===== src/rtl/pipe_ctrl_pkg.sv =====
// pipe_ctrl_pkg: shared constants and types for the pipeline control unit.
// Holds the stall bus width and its Stop/NoStop levels, the default exception
// vector, the excp_type codes, the control FSM state encoding and the helpers
// that decide which exception types are taken and where a flush redirects.
package pipe_ctrl_pkg;

  localparam int unsigned STALL_W_DEF    = 6;
  localparam logic [31:0] EXC_VECTOR_DEF = 32'hBFC0_0380;

  // Stall bus levels: Stop holds a stage register, NoStop lets it advance.
  localparam logic STOP    = 1'b1;
  localparam logic NO_STOP = 1'b0;

  // Prefix patterns, bit 0 = PC ... bit 5 = MEM.
  localparam logic [5:0] STALL_MEM  = 6'b111111;
  localparam logic [5:0] STALL_EX   = 6'b011111;
  localparam logic [5:0] STALL_ID   = 6'b001111;
  localparam logic [5:0] STALL_IF   = 6'b000111;
  localparam logic [5:0] STALL_NONE = 6'b000000;

  localparam logic [1:0] EXCP_EXC  = 2'b01;
  localparam logic [1:0] EXCP_ERET = 2'b10;

  typedef enum logic [1:0] {
    ST_RUN      = 2'd0,
    ST_WAIT_MEM = 2'd1,
    ST_FLUSH    = 2'd2
  } pipe_state_t;

  // Only exception and eret start a flush sequence; 00/11 are ignored.
  function automatic logic excp_type_valid(input logic [1:0] t);
    return (t == EXCP_EXC) || (t == EXCP_ERET);
  endfunction

  // Exceptions go to the fixed vector, eret returns to the current EPC.
  function automatic logic [31:0] redirect_pc(input logic [1:0]  t,
                                              input logic [31:0] epc,
                                              input logic [31:0] vector);
    return (t == EXCP_EXC) ? vector : epc;
  endfunction

endpackage


===== src/rtl/pipe_ctrl_stall_encoder.sv =====
// pipe_ctrl_stall_encoder: combinational priority encoder from per-stage stall
// requests to a prefix-encoded stall vector. The deepest requesting stage
// wins, and every stage in front of it holds as well.
// Ports:
//   stallreq_if/id/ex/mem : per-stage stall requests
//   stall                 : prefix vector, bit k=1 holds stage register k
module pipe_ctrl_stall_encoder
  import pipe_ctrl_pkg::*;
#(
  parameter int unsigned STALL_W = STALL_W_DEF
) (
  input  logic               stallreq_if,
  input  logic               stallreq_id,
  input  logic               stallreq_ex,
  input  logic               stallreq_mem,
  output logic [STALL_W-1:0] stall
);

  // Priority select: mem > ex > id > if.
  always_comb begin
    stall = STALL_W'(STALL_NONE);
    if (stallreq_mem) begin
      stall = STALL_W'(STALL_MEM);
    end else if (stallreq_ex) begin
      stall = STALL_W'(STALL_EX);
    end else if (stallreq_id) begin
      stall = STALL_W'(STALL_ID);
    end else if (stallreq_if) begin
      stall = STALL_W'(STALL_IF);
    end
  end

endmodule


===== src/rtl/pipe_ctrl.sv =====
// pipe_ctrl: central pipeline control. Produces the stall bus and flush used
// by every pipeline register, and sequences precise exception/eret entry:
// freeze the pipe, wait out any data-cache stall, then flush for one cycle
// with a redirect PC.
// Ports:
//   clk, rst          : clock, synchronous active-high reset
//   stallreq_*        : per-stage stall requests (if, id, ex, mem)
//   excp_valid/type   : MEM stage exception (01) or eret (10) report
//   excp_pc           : PC of the faulting instruction
//   cp0_epc           : current EPC, used as the eret target
//   stall             : combinational stall bus (bit k=1 holds register k)
//   flush, new_pc     : registered one-cycle flush and its redirect target
//   epc_out           : latched faulting PC for the CP0 write
//   stall_cycles      : cycles with any stall (PIPE_CTRL_PERF_EN, else 0)
//   flush_count       : number of flush cycles (PIPE_CTRL_PERF_EN, else 0)
// Build option: define PIPE_CTRL_PERF_EN to implement the two counters.
module pipe_ctrl
  import pipe_ctrl_pkg::*;
#(
  parameter int unsigned STALL_W    = STALL_W_DEF,
  parameter logic [31:0] EXC_VECTOR = EXC_VECTOR_DEF
) (
  input  logic               clk,
  input  logic               rst,
  input  logic               stallreq_if,
  input  logic               stallreq_id,
  input  logic               stallreq_ex,
  input  logic               stallreq_mem,
  input  logic               excp_valid,
  input  logic [1:0]         excp_type,
  input  logic [31:0]        excp_pc,
  input  logic [31:0]        cp0_epc,
  output logic [STALL_W-1:0] stall,
  output logic               flush,
  output logic [31:0]        new_pc,
  output logic [31:0]        epc_out,
  output logic [31:0]        stall_cycles,
  output logic [31:0]        flush_count
);

  pipe_state_t        state_q, state_d;
  logic [1:0]         type_q, type_d;
  logic [31:0]        epc_q, epc_d;
  logic               flush_q, flush_d;
  logic [31:0]        new_pc_q, new_pc_d;
  logic [STALL_W-1:0] enc_stall;
  logic               excp_take;

  pipe_ctrl_stall_encoder #(
    .STALL_W (STALL_W)
  ) u_stall_encoder (
    .stallreq_if  (stallreq_if),
    .stallreq_id  (stallreq_id),
    .stallreq_ex  (stallreq_ex),
    .stallreq_mem (stallreq_mem),
    .stall        (enc_stall)
  );

  assign excp_take = excp_valid && excp_type_valid(excp_type);

  // State and registered outputs.
  always_ff @(posedge clk) begin
    if (rst) begin
      state_q  <= ST_RUN;
      type_q   <= 2'b00;
      epc_q    <= 32'd0;
      flush_q  <= 1'b0;
      new_pc_q <= 32'd0;
    end else begin
      state_q  <= state_d;
      type_q   <= type_d;
      epc_q    <= epc_d;
      flush_q  <= flush_d;
      new_pc_q <= new_pc_d;
    end
  end

  // Next state, stall bus and the values loaded on FLUSH entry.
  // flush/new_pc are computed for the next cycle so they come out of flops
  // exactly while the FSM sits in FLUSH.
  always_comb begin
    state_d  = state_q;
    type_d   = type_q;
    epc_d    = epc_q;
    flush_d  = 1'b0;
    new_pc_d = 32'd0;
    stall    = enc_stall;
    case (state_q)
      ST_RUN: begin
        if (excp_take) begin
          stall  = {STALL_W{STOP}};
          type_d = excp_type;
          epc_d  = excp_pc;
          if (stallreq_mem) begin
            state_d = ST_WAIT_MEM;
          end else begin
            state_d  = ST_FLUSH;
            flush_d  = 1'b1;
            new_pc_d = redirect_pc(excp_type, cp0_epc, EXC_VECTOR);
          end
        end
      end
      ST_WAIT_MEM: begin
        // Frozen until the data access completes; new reports are ignored.
        stall = {STALL_W{STOP}};
        if (!stallreq_mem) begin
          state_d  = ST_FLUSH;
          flush_d  = 1'b1;
          new_pc_d = redirect_pc(type_q, cp0_epc, EXC_VECTOR);
        end
      end
      ST_FLUSH: begin
        stall   = {STALL_W{NO_STOP}};
        state_d = ST_RUN;
      end
      default: begin
        state_d = ST_RUN;
      end
    endcase
  end

  assign flush   = flush_q;
  assign new_pc  = new_pc_q;
  assign epc_out = epc_q;

`ifdef PIPE_CTRL_PERF_EN
  logic [31:0] stall_cycles_q;
  logic [31:0] flush_count_q;

  // Free-running wrap-around performance counters.
  always_ff @(posedge clk) begin
    if (rst) begin
      stall_cycles_q <= 32'd0;
      flush_count_q  <= 32'd0;
    end else begin
      if (stall != '0) begin
        stall_cycles_q <= stall_cycles_q + 32'd1;
      end
      if (state_q == ST_FLUSH) begin
        flush_count_q <= flush_count_q + 32'd1;
      end
    end
  end

  assign stall_cycles = stall_cycles_q;
  assign flush_count  = flush_count_q;
`else
  assign stall_cycles = 32'd0;
  assign flush_count  = 32'd0;
`endif

endmodule

===== config.mk =====
export PLATFORM = sky130hd
export DESIGN_NAME = pipe_ctrl
export DESIGN_NICKNAME = d
export VERILOG_FILES = /design/src/rtl/pipe_ctrl_pkg.sv /design/src/rtl/pipe_ctrl_stall_encoder.sv /design/src/rtl/pipe_ctrl.sv
export SDC_FILE = /design/constraint.sdc
export NUM_CORES = 1
export LEC_CHECK = 0
export BUFFER_PORTS_ARGS = -buffer_cell sky130_fd_sc_hd__buf_2
export CAP_MARGIN = 20
export CORE_ASPECT_RATIO = 1.2
export CORE_MARGIN = 5
export CORE_UTILIZATION = 41
export DETAILED_ROUTE_END_ITERATION = 16
export PLACE_DENSITY = 0.78
export RECOVER_POWER = 25
export SYNTH_ARGS = -nofsm -noshare
export SYNTH_HDL_FRONTEND = slang
export SYNTH_SLANG_ARGS = --single-unit

===== constraint.sdc =====
create_clock -name clk -period 2.53 [get_ports clk]
set_input_delay 0.253 -clock clk [delete_from_list [all_inputs] [get_ports clk]]
set_output_delay 0.253 -clock clk [all_outputs]
set_load 0.01 [all_outputs]

==> impl_metrics.tcl <==
set metrics [dict create \
    status "finished clean" \
    leakage_nw 1.67 \
    drive_above_1_share_pct 29.3 \
    placedCellCount 568 \
    post_drt_wl_per_cell_um 12.3 \
    end_kind "output pin" \
    grt_max_degree 36 \
    remaining_drc_errors 0 \
    hold_viol_final 0 \
    stdcell_count 585 \
    wirelength_um 7200 \
    grt_use_total_pct 15.1 \
    start_util_pct 41.5 \
    vdd_drop_max_uv 339 \
    detail_route.first_pass.iterations 4 \
    ios 208 \
    synth_flop_cell "dfxtp_1" \
    vias 2582 \
    cp.arrival_ns 1.81 \
    antenna_found_initial 0 \
    startpoint_type "flip-flop" \
    gr-total-overflow 0 \
    p_comb_share_pct 14.5 \
    cts.sinks 69 \
    slew_viol_final 0 \
    min_period_over_period_pct 81.5 \
    fin_total_pwr_mw 2.36 \
    portBuffers 143 \
    p_per_area_mw_per_mm2 651 \
    p_sw_uw 652 \
    grt_pass1_wl_um 10700 \
    fillers 723 \
    avgSynthCellArea_um2 8.28 \
    cts_buffers 9 \
    max_slew_margin_pct 44.6 \
    htree_levels 3 \
    hp-class "in2reg" \
    core-area_mm2 0.00715 \
    postRouteAntennaNets 0 \
    synthArstFlopShare_pct 0 \
    root_buffer "clkbuf_8" \
    synth_edf_count 0 \
    synthToLayoutAreaGrowth_pct 22.2 \
    min_from "cp0_epc[21]" \
    max-cap-violations 0 \
    routabilityCongestion 0.724 \
    cp_max_fo 24 \
    die_y_um 103 \
    ys_seq_area_share_pct 46.6 \
    finalSetupViolations 0 \
    syn_inst 358 \
    criticalPathCategory "reg2out" \
    grt_pass1_vias 2434 \
    cts_resized 0 \
    crit-reg2reg-launch "state_q[0]$_SDFFE_PP0P_" \
    final_area_mm2 0.00362 \
    final_cell_mix "108 x buf_2, 90 x nand2_1, 69 x dfxtp_1" \
    fp-row-count 34 \
    finClkSkew_ns 0.00650 \
    worst_slack_ns 0.469 \
    placed_area_mm2 0.00346 \
    crit_start "state_q[0]$_SDFFE_PP0P_" \
    drtIter0Drc 53 \
    yosys_warnings 0 \
    vias_per_cell 4.41 \
    clockBufferDepth 2 \
    fin_crit_ns 2.06 \
    insertion_delay_ns 0.33 \
    dp_hpwl_um 5420 \
    die-area_mm2 0.00904 \
    synth_seq_cells 69 \
    rsz0062_at_grt "false" \
    critPathRequiredTime_ns 2.28 \
    regArea_mm2 0.00138 \
    multiInputGateArea_mm2 0.00121 \
    antennaDiodeCount 0 \
    syn_area_mm2 0.00297 \
    ys_types 26 \
    cts_hold_buf 0 \
    layout_commonest_cell "buf_2" \
    worst_slew_pin_slew_ns 0.827 \
    p_int_mw 1.71 \
    tns_ns 0 \
    switching_share_pct 27.7 \
    fmax_mhz 485 \
    seqPwrFrac_pct 49.1 \
    cts_tree "built" \
    path_clk_slew_ns 0.08 \
    p_clk_share_pct 36.4 \
    fp.dieW_um 87.6 \
    dpl_worst_slack_ns 0.651 \
    layout.nets 564 \
    postCtsSetupBuffers 0 \
]
[through the flow]
stage	hold WS, ns	utilization, %
2_1_floorplan	0.367	-
3_3_place_gp	0.439	48.5
3_5_place_dp	0.445	48.5
4_1_cts	0.0998	51.1
5_1_grt	0.0902	50.7
6_report	0.126	50.7
[area by class of cell]
class / count / area share (%)
Clock buffer: 9 / 3.42
Clock inverter: 7 / 1.83
Inverter: 3 / 0.311
Multi-Input combinational cell: 258 / 33.3
Sequential cell: 69 / 38.1
Tap cell: 90 / 3.11
Timing Repair Buffer: 149 / 19.9
[layer usage]
metal	share of wire (%)	track usage, %
met2	51	27.3
met4	0.85	5.43
met5	0	0
met3	11	5.12
met1	38	16.1
[flip-flops by register name, summed over array words and instances, names as in the netlist]
| signal | count |
|---|---|
| flush | 1 |
| epc_out | 32 |
| new_pc | 32 |
| state_q | 2 |
| type_q | 2 |
[logic make-up after synthesis]
| family | share of synthesized area, % |
|---|---|
| and+or+nand+nor | 17.6 |
| buffers and inverters | 21.0 |
| DFF | 46.6 |
| AOI/OAI and AO/OA | 14.2 |
| adders and majority gates | 0.422 |
| other | 0.126 |
[critical path: stages, from the launching register on]
cell and delay [ns]:
dfxtp_1 0.86, o21ai_0 0.21, a21oi_1 0.24, buf_2 0.17
[synthesized netlist by cell type, drive strengths merged (2+ instances only)]
master   n  share of area [%]
nor4     2               0.42
o21ai    2               0.34
inv      3               0.38
nand2   90                 11
nor2    24                3.0
clkbuf  21                2.7
buf     70                 18
a21oi   49                9.5
o211ai  12                3.0
dfxtp   69                 47
nor3     4               0.68
[power by group through the flow]
stage	Clock, mW	Combinational, mW	Sequential (mW)
6_report	0.859	0.342	1.16
3_3_place_gp	0	0.336	1.18
4_1_cts	0.894	0.344	1.16
2_1_floorplan	0	0.267	1.20
5_1_grt	0.936	0.382	1.16
3_5_place_dp	0	0.343	1.18
[worst paths after layout]
path / slack [ns] / depth (start not counted) / to
max: 0.47 / 3 / stall[1]
min reg2reg: 0.46 / 2 / epc_out[29]$_SDFFE_PP0P_
min: 0.13 / 3 / new_pc[21]$_SDFF_PP0_
max reg2reg: 0.64 / 3 / new_pc[31]$_SDFF_PP0_
(Power assumes the default switching activity.)
